$ cat src/rtl/bypass_if.sv
// Operand-forwarding bus: retiring write, per-port read operands and bypass results.
interface bypass_if #(
  parameter int WIDTH   = 32,
  parameter int REGBITS = 5,
  parameter int NPORTS  = 2
);
  logic                      hold;
  logic                      wb_valid;
  logic [REGBITS-1:0]        wb_regnum;
  logic [WIDTH-1:0]          wb_data;
  logic [NPORTS*REGBITS-1:0] rd_regnum;
  logic [NPORTS*WIDTH-1:0]   rd_data_in;
  logic [NPORTS*WIDTH-1:0]   rd_data_out;
  logic [NPORTS-1:0]         fwd_hit;
  logic [NPORTS*16-1:0]      hit_count;

  modport master (
    output hold, wb_valid, wb_regnum, wb_data, rd_regnum, rd_data_in,
    input  rd_data_out, fwd_hit, hit_count
  );

  modport slave (
    input  hold, wb_valid, wb_regnum, wb_data, rd_regnum, rd_data_in,
    output rd_data_out, fwd_hit, hit_count
  );
endinterface

$ cat src/rtl/bypass_network.sv
// Register-operand forwarding: DEPTH-entry retired-write history plus optional live
// writeback forwarding, per-port newest-match selection and saturating hit counters.
module bypass_network #(
  parameter int WIDTH    = 32,
  parameter int REGBITS  = 5,
  parameter int DEPTH    = 2,
  parameter int NPORTS   = 2,
  parameter int LIVE_FWD = 1,
  parameter int ZERO_REG = 1
) (
  input  logic      clk,
  input  logic      reset,
  bypass_if.slave   bus
);

  logic               hist_vld  [DEPTH];
  logic [REGBITS-1:0] hist_reg  [DEPTH];
  logic [WIDTH-1:0]   hist_data [DEPTH];
  logic [15:0]        cnt       [NPORTS];

  logic [NPORTS*WIDTH-1:0] data_c;
  logic [NPORTS-1:0]       hit_c;
  logic [NPORTS*16-1:0]    cnt_flat;
  logic                    wb_rec;

  function automatic logic [15:0] sat_inc(input logic [15:0] v, input logic inc);
    if (inc && (v != 16'hFFFF)) return v + 16'd1;
    return v;
  endfunction

  function automatic logic is_zero_reg(input logic [REGBITS-1:0] r);
    return (ZERO_REG != 0) && (r == '0);
  endfunction

  assign wb_rec = bus.wb_valid & ~is_zero_reg(bus.wb_regnum);

  // History shift register and counters; frozen entirely while hold is high
  always_ff @(posedge clk or posedge reset) begin
    if (reset) begin
      for (int i = 0; i < DEPTH; i++) begin
        hist_vld[i]  <= 1'b0;
        hist_reg[i]  <= '0;
        hist_data[i] <= '0;
      end
      for (int p = 0; p < NPORTS; p++) cnt[p] <= '0;
    end else if (!bus.hold) begin
      for (int i = DEPTH - 1; i > 0; i--) begin
        hist_vld[i]  <= hist_vld[i-1];
        hist_reg[i]  <= hist_reg[i-1];
        hist_data[i] <= hist_data[i-1];
      end
      hist_vld[0]  <= wb_rec;
      hist_reg[0]  <= bus.wb_regnum;
      hist_data[0] <= bus.wb_data;
      for (int p = 0; p < NPORTS; p++) cnt[p] <= sat_inc(cnt[p], hit_c[p]);
    end
  end

  // Scan oldest to youngest so later (younger) matches overwrite; live wb scanned last
  always_comb begin
    data_c = bus.rd_data_in;
    hit_c  = '0;
    for (int p = 0; p < NPORTS; p++) begin
      if (!is_zero_reg(bus.rd_regnum[p*REGBITS +: REGBITS])) begin
        for (int i = DEPTH - 1; i >= 0; i--) begin
          if (hist_vld[i] && (hist_reg[i] == bus.rd_regnum[p*REGBITS +: REGBITS])) begin
            data_c[p*WIDTH +: WIDTH] = hist_data[i];
            hit_c[p]                 = 1'b1;
          end
        end
        if ((LIVE_FWD != 0) && bus.wb_valid &&
            (bus.wb_regnum == bus.rd_regnum[p*REGBITS +: REGBITS])) begin
          data_c[p*WIDTH +: WIDTH] = bus.wb_data;
          hit_c[p]                 = 1'b1;
        end
      end
    end
  end

  always_comb begin
    cnt_flat = '0;
    for (int p = 0; p < NPORTS; p++) cnt_flat[p*16 +: 16] = cnt[p];
  end

  assign bus.rd_data_out = data_c;
  assign bus.fwd_hit     = hit_c;
  assign bus.hit_count   = cnt_flat;

endmodule

$ cat src/flat_wrapper.sv
// flat-port wrapper written by rule: the top's interface ports become plain ports
module bypass_network_flat 
#(
  parameter int WIDTH    = 32,
  parameter int REGBITS  = 5,
  parameter int DEPTH    = 2,
  parameter int NPORTS   = 2,
  parameter int LIVE_FWD = 1,
  parameter int ZERO_REG = 1
)
  (clk, reset, bus_hold, bus_wb_valid, bus_wb_regnum, bus_wb_data, bus_rd_regnum, bus_rd_data_in, bus_rd_data_out, bus_fwd_hit, bus_hit_count);
  bypass_if #(.WIDTH(WIDTH), .REGBITS(REGBITS), .NPORTS(NPORTS)) bus_i ();
  input  logic clk;
  input  logic reset;
  input wire logic [$bits(bus_i.hold)-1:0] bus_hold;
  input wire logic [$bits(bus_i.wb_valid)-1:0] bus_wb_valid;
  input wire logic [$bits(bus_i.wb_regnum)-1:0] bus_wb_regnum;
  input wire logic [$bits(bus_i.wb_data)-1:0] bus_wb_data;
  input wire logic [$bits(bus_i.rd_regnum)-1:0] bus_rd_regnum;
  input wire logic [$bits(bus_i.rd_data_in)-1:0] bus_rd_data_in;
  output wire logic [$bits(bus_i.rd_data_out)-1:0] bus_rd_data_out;
  output wire logic [$bits(bus_i.fwd_hit)-1:0] bus_fwd_hit;
  output wire logic [$bits(bus_i.hit_count)-1:0] bus_hit_count;
  assign bus_i.hold = bus_hold;
  assign bus_i.wb_valid = bus_wb_valid;
  assign bus_i.wb_regnum = bus_wb_regnum;
  assign bus_i.wb_data = bus_wb_data;
  assign bus_i.rd_regnum = bus_rd_regnum;
  assign bus_i.rd_data_in = bus_rd_data_in;
  assign bus_rd_data_out = bus_i.rd_data_out;
  assign bus_fwd_hit = bus_i.fwd_hit;
  assign bus_hit_count = bus_i.hit_count;
  bypass_network #(.WIDTH(WIDTH), .REGBITS(REGBITS), .DEPTH(DEPTH), .NPORTS(NPORTS), .LIVE_FWD(LIVE_FWD), .ZERO_REG(ZERO_REG)) u_core (.clk(clk), .reset(reset), .bus(bus_i));
endmodule
$ cat config.mk
export PLATFORM = sky130hd
export DESIGN_NAME = bypass_network_flat
export DESIGN_NICKNAME = d
export VERILOG_FILES = /design/src/rtl/bypass_if.sv /design/src/rtl/bypass_network.sv /design/src/flat_wrapper.sv
export SDC_FILE = /design/constraint.sdc
export NUM_CORES = 1
export LEC_CHECK = 0
export CORE_ASPECT_RATIO = 2
export CORE_MARGIN = 8
export CORE_UTILIZATION = 44
export CTS_BUF_LIST = sky130_fd_sc_hd__clkbuf_4 sky130_fd_sc_hd__clkbuf_8 sky130_fd_sc_hd__clkbuf_16
export DETAILED_ROUTE_END_ITERATION = 16
export PLACE_DENSITY_LB_ADDON = 0.2
export RECOVER_POWER = 50
export SYNTH_ARGS = -nofsm -noshare
export SYNTH_HDL_FRONTEND = slang
export SYNTH_SLANG_ARGS = --single-unit
export TNS_END_PERCENT = 50
$ cat constraint.sdc
create_clock -name clk -period 4.61 [get_ports clk]
set_input_delay 0.461 -clock clk [delete_from_list [all_inputs] [get_ports clk]]
set_output_delay 0.461 -clock clk [all_outputs]
set_load 0.1 [all_outputs]
==> out/qor.txt <==
Outcome: finished, violations left
Failing checks: capacitance limit, slew limit
Syn avg cell area: 10.5 um2
Hold path depth: 1
FF-to-FF Start: u_core.hist_reg[8]$_DFFE_PP0N_
CTS buffer count: 9
Crit path required time: 4.15 ns
FF/Latch Area: 2700 um2
CTS tree: yes
Starting density of the core: 44.4%
Pre-antenna DRT Iters: 4
Fin worst setup slack: 0.915 ns
DIE WIDTH: 102 um
Die area: 19200 um2
Count leader, synth: dfrtp_1
First-pass GRT wire length: 32.5 mm
Fin. Hold Viols: 0
Hold-fix buffers, CTS: 0
Critical-path maximum fanout: 32
Final core utilization: 66.2%
Async SR Flop Fraction: 100%
Drt total wl: 20.2 mm
Vias in the first global route: 6004
Clock slew at reported path FFs: 0.08 ns
Max cap viols: 2
Final cell count without fillers: 1004
CP startpoint kind: input port
Worst rel slew slack: -81.0%
First-iteration detailed-routing DRC count: 306
Placed Instance Area: 9410 um2
Synth cell types: 41
Top post-synthesis cells by area: dfrtp_1, mux2_2, o221ai_1
Fin nets: 921
H-Tree Depth: 3
Setup crit start: bus_rd_regnum[3]
HPWL Detailed: 14.9 mm
Critical path data arrival time: 3.23 ns
GRT Util Overall: 21.1%
Share of cells above drive strength 1: 23.0%
Mapped cell area: 6510 um2
FF+latch count, synth: 108
Syn_nets: 738
DR vias/cell: 5.83
Routed wire per std cell: 20.1 um
Synth cell count leaders: dfrtp_1, a21oi_1, mux2_2
Worst min-delay path class: flop to flop
Grt ovf: 0
Post-synth EDFFs: 0
# fillers: 1222
Design Area, Final: 9710 um2
DRC: 0
Power per cell area: 338 nW/um2
Slew @ Worst Pin: 2.71 ns
Post-Route Skew: 0.0103 ns
Sequential area share after synthesis: 41.5%
Num rows: 63
Clock root buffer: clkbuf_16
Pre-CTS setup slack: 0.880 ns
Via count: 5857
Clock sink count: 108
Crit path time final: 3.69 ns
Setup violations, final: 0
Post-synth top area cell: dfrtp_1
R2R depth: 6
Dpl cells: 988
VDD IR max: 0.214 mV
Synth top area share: 41.5%
RSZ-0062 raised after global routing: no
Largest register FFs: 64
Hold slack final: 0.496 ns
I/O Pins: 213
Clk_lat worst skew: 0.34 ns
Setup_tns: 0 ns
Leak: 3.87 nW
Fmax: 271 MHz
Max Root-Sink Buffers: 2
Initial antenna violation count: 0
ANT nets after route: 0
Total power draw: 3.28 mW
Hold_sp: u_core.bus.hit_count[5]$_DFFE_PP0P_
Synth warnings: 0
WS Path Type: input port to primary output
Largest net degree at the start of global routing: 83
Area grow syn2layout: 49.2%
Final period util: 80.1%
Port-buffer cells: 212
Die height: 188 um
Area of the multi-input gates: 3550 um2
Cells after synthesis: 621
Antenna Cells: 0
Post-CTS Setup Bufs: 0
Top FF cell, synth: dfrtp_1
Max Slew Vio Count: 156
CP Capture Type: primary output
Placer Congestion: 0.885
Post-CTS sizing: 0
Core Footprint: 14700 um2
worst max-delay path, stage by stage:
cell             delay (ns)
clkdlybuf4s50_1        0.50
xor2_1                 0.22
nor4_4                 0.33
nand3_4                0.25
buf_4                  0.31
nand2b_4               0.36
o221ai_1               0.27
a21oi_1                0.29
buf_12                 0.21
layout by cell type, fill, tap and decap left out, types with 2 or more instances in the layout:
cell             Yosys  routed
clkdlybuf4s50_1      0     144
dfrtp_1            108     108
a21oi_1             97      97
mux2_2              76      76
buf_12               0      69
o221ai_1            64      64
nor2_1              36      36
xnor2_1             34      34
a2bb2oi_1           32      32
xor2_1              25      25
nand3_1             18      18
and3_1              14      14
nand4_1             13      13
nand2_1             11      11
clkbuf_16            0       9
buf_4                3       8
nor4_1               5       5
inv_1                3       3
and4_1               3       3
or4_1                3       3
inv_6                0       3
nor4_2               2       2
nand3_2              2       2
nor4_4               2       2
and2_1               2       2
nor2_4               1       2
a31oi_4              2       2
o21ai_0              2       2
ha_1                 2       2
routing by layer:
| metal | wire length, um | global-route usage [%] | part of all wire, % | up-vias |
|---|---|---|---|---|
| li1 | - | - | - | 2752 |
| met1 | 8950 | 28.2 | 44 | 2872 |
| met2 | 9530 | 33.4 | 47 | 210 |
| met3 | 1410 | 4.16 | 7.0 | 23 |
| met4 | 303 | 5.52 | 1.5 | 0 |
| met5 | 0 | 0 | 0 | - |
final cells by class:
| type | count | share of cell area [%] |
|---|---|---|
| clock buffers | 9 | 2.32 |
| clock inverters | 7 | 0.838 |
| inverters | 3 | 0.116 |
| multi-input cells | 459 | 36.5 |
| flip-flops and latches | 108 | 27.8 |
| well taps | 195 | 2.51 |
| repair buffers | 223 | 29.8 |
report_power, final:
| part | internal (mW) | leakage [nW] | switching (mW) |
|---|---|---|---|
| Clock | 0.431 | 0.153 | 0.362 |
| Sequential | 1.05 | 1.33 | 0.106 |
| Combinational | 0.500 | 2.39 | 0.831 |
| Total | 1.98 | 3.87 | 1.30 |
kinds of logic (layout without fill, tap and decap cells):
| group | after synthesis | after routing | share of synthesized area (%) |
|---|---|---|---|
| simple gates | 121 | 121 | 11.1 |
| compound gates | 200 | 200 | 21.6 |
| mux | 77 | 77 | 13.3 |
| xor+xnor | 59 | 59 | 7.94 |
| fa+ha+maj | 2 | 2 | 0.384 |
| buf+inv | 54 | 242 | 4.06 |
| flops | 108 | 108 | 41.5 |
final timing paths:
check	endpoint	slack, ns
worst max-delay path	bus_rd_data_out[19]	0.92
worst min-delay path	u_core.bus.hit_count[5]$_DFFE_PP0P_	0.50
worst max register to register	u_core.bus.hit_count[1]$_DFFE_PP0P_	2.21
worst min register to register	u_core.bus.hit_count[5]$_DFFE_PP0P_	0.50
max in group asynchronous	u_core.hist_data[24]$_DFFE_PP0N_	1.44
min in group asynchronous	u_core.bus.hit_count[25]$_DFFE_PP0P_	1.51
Power figures use the tool's default switching activity.
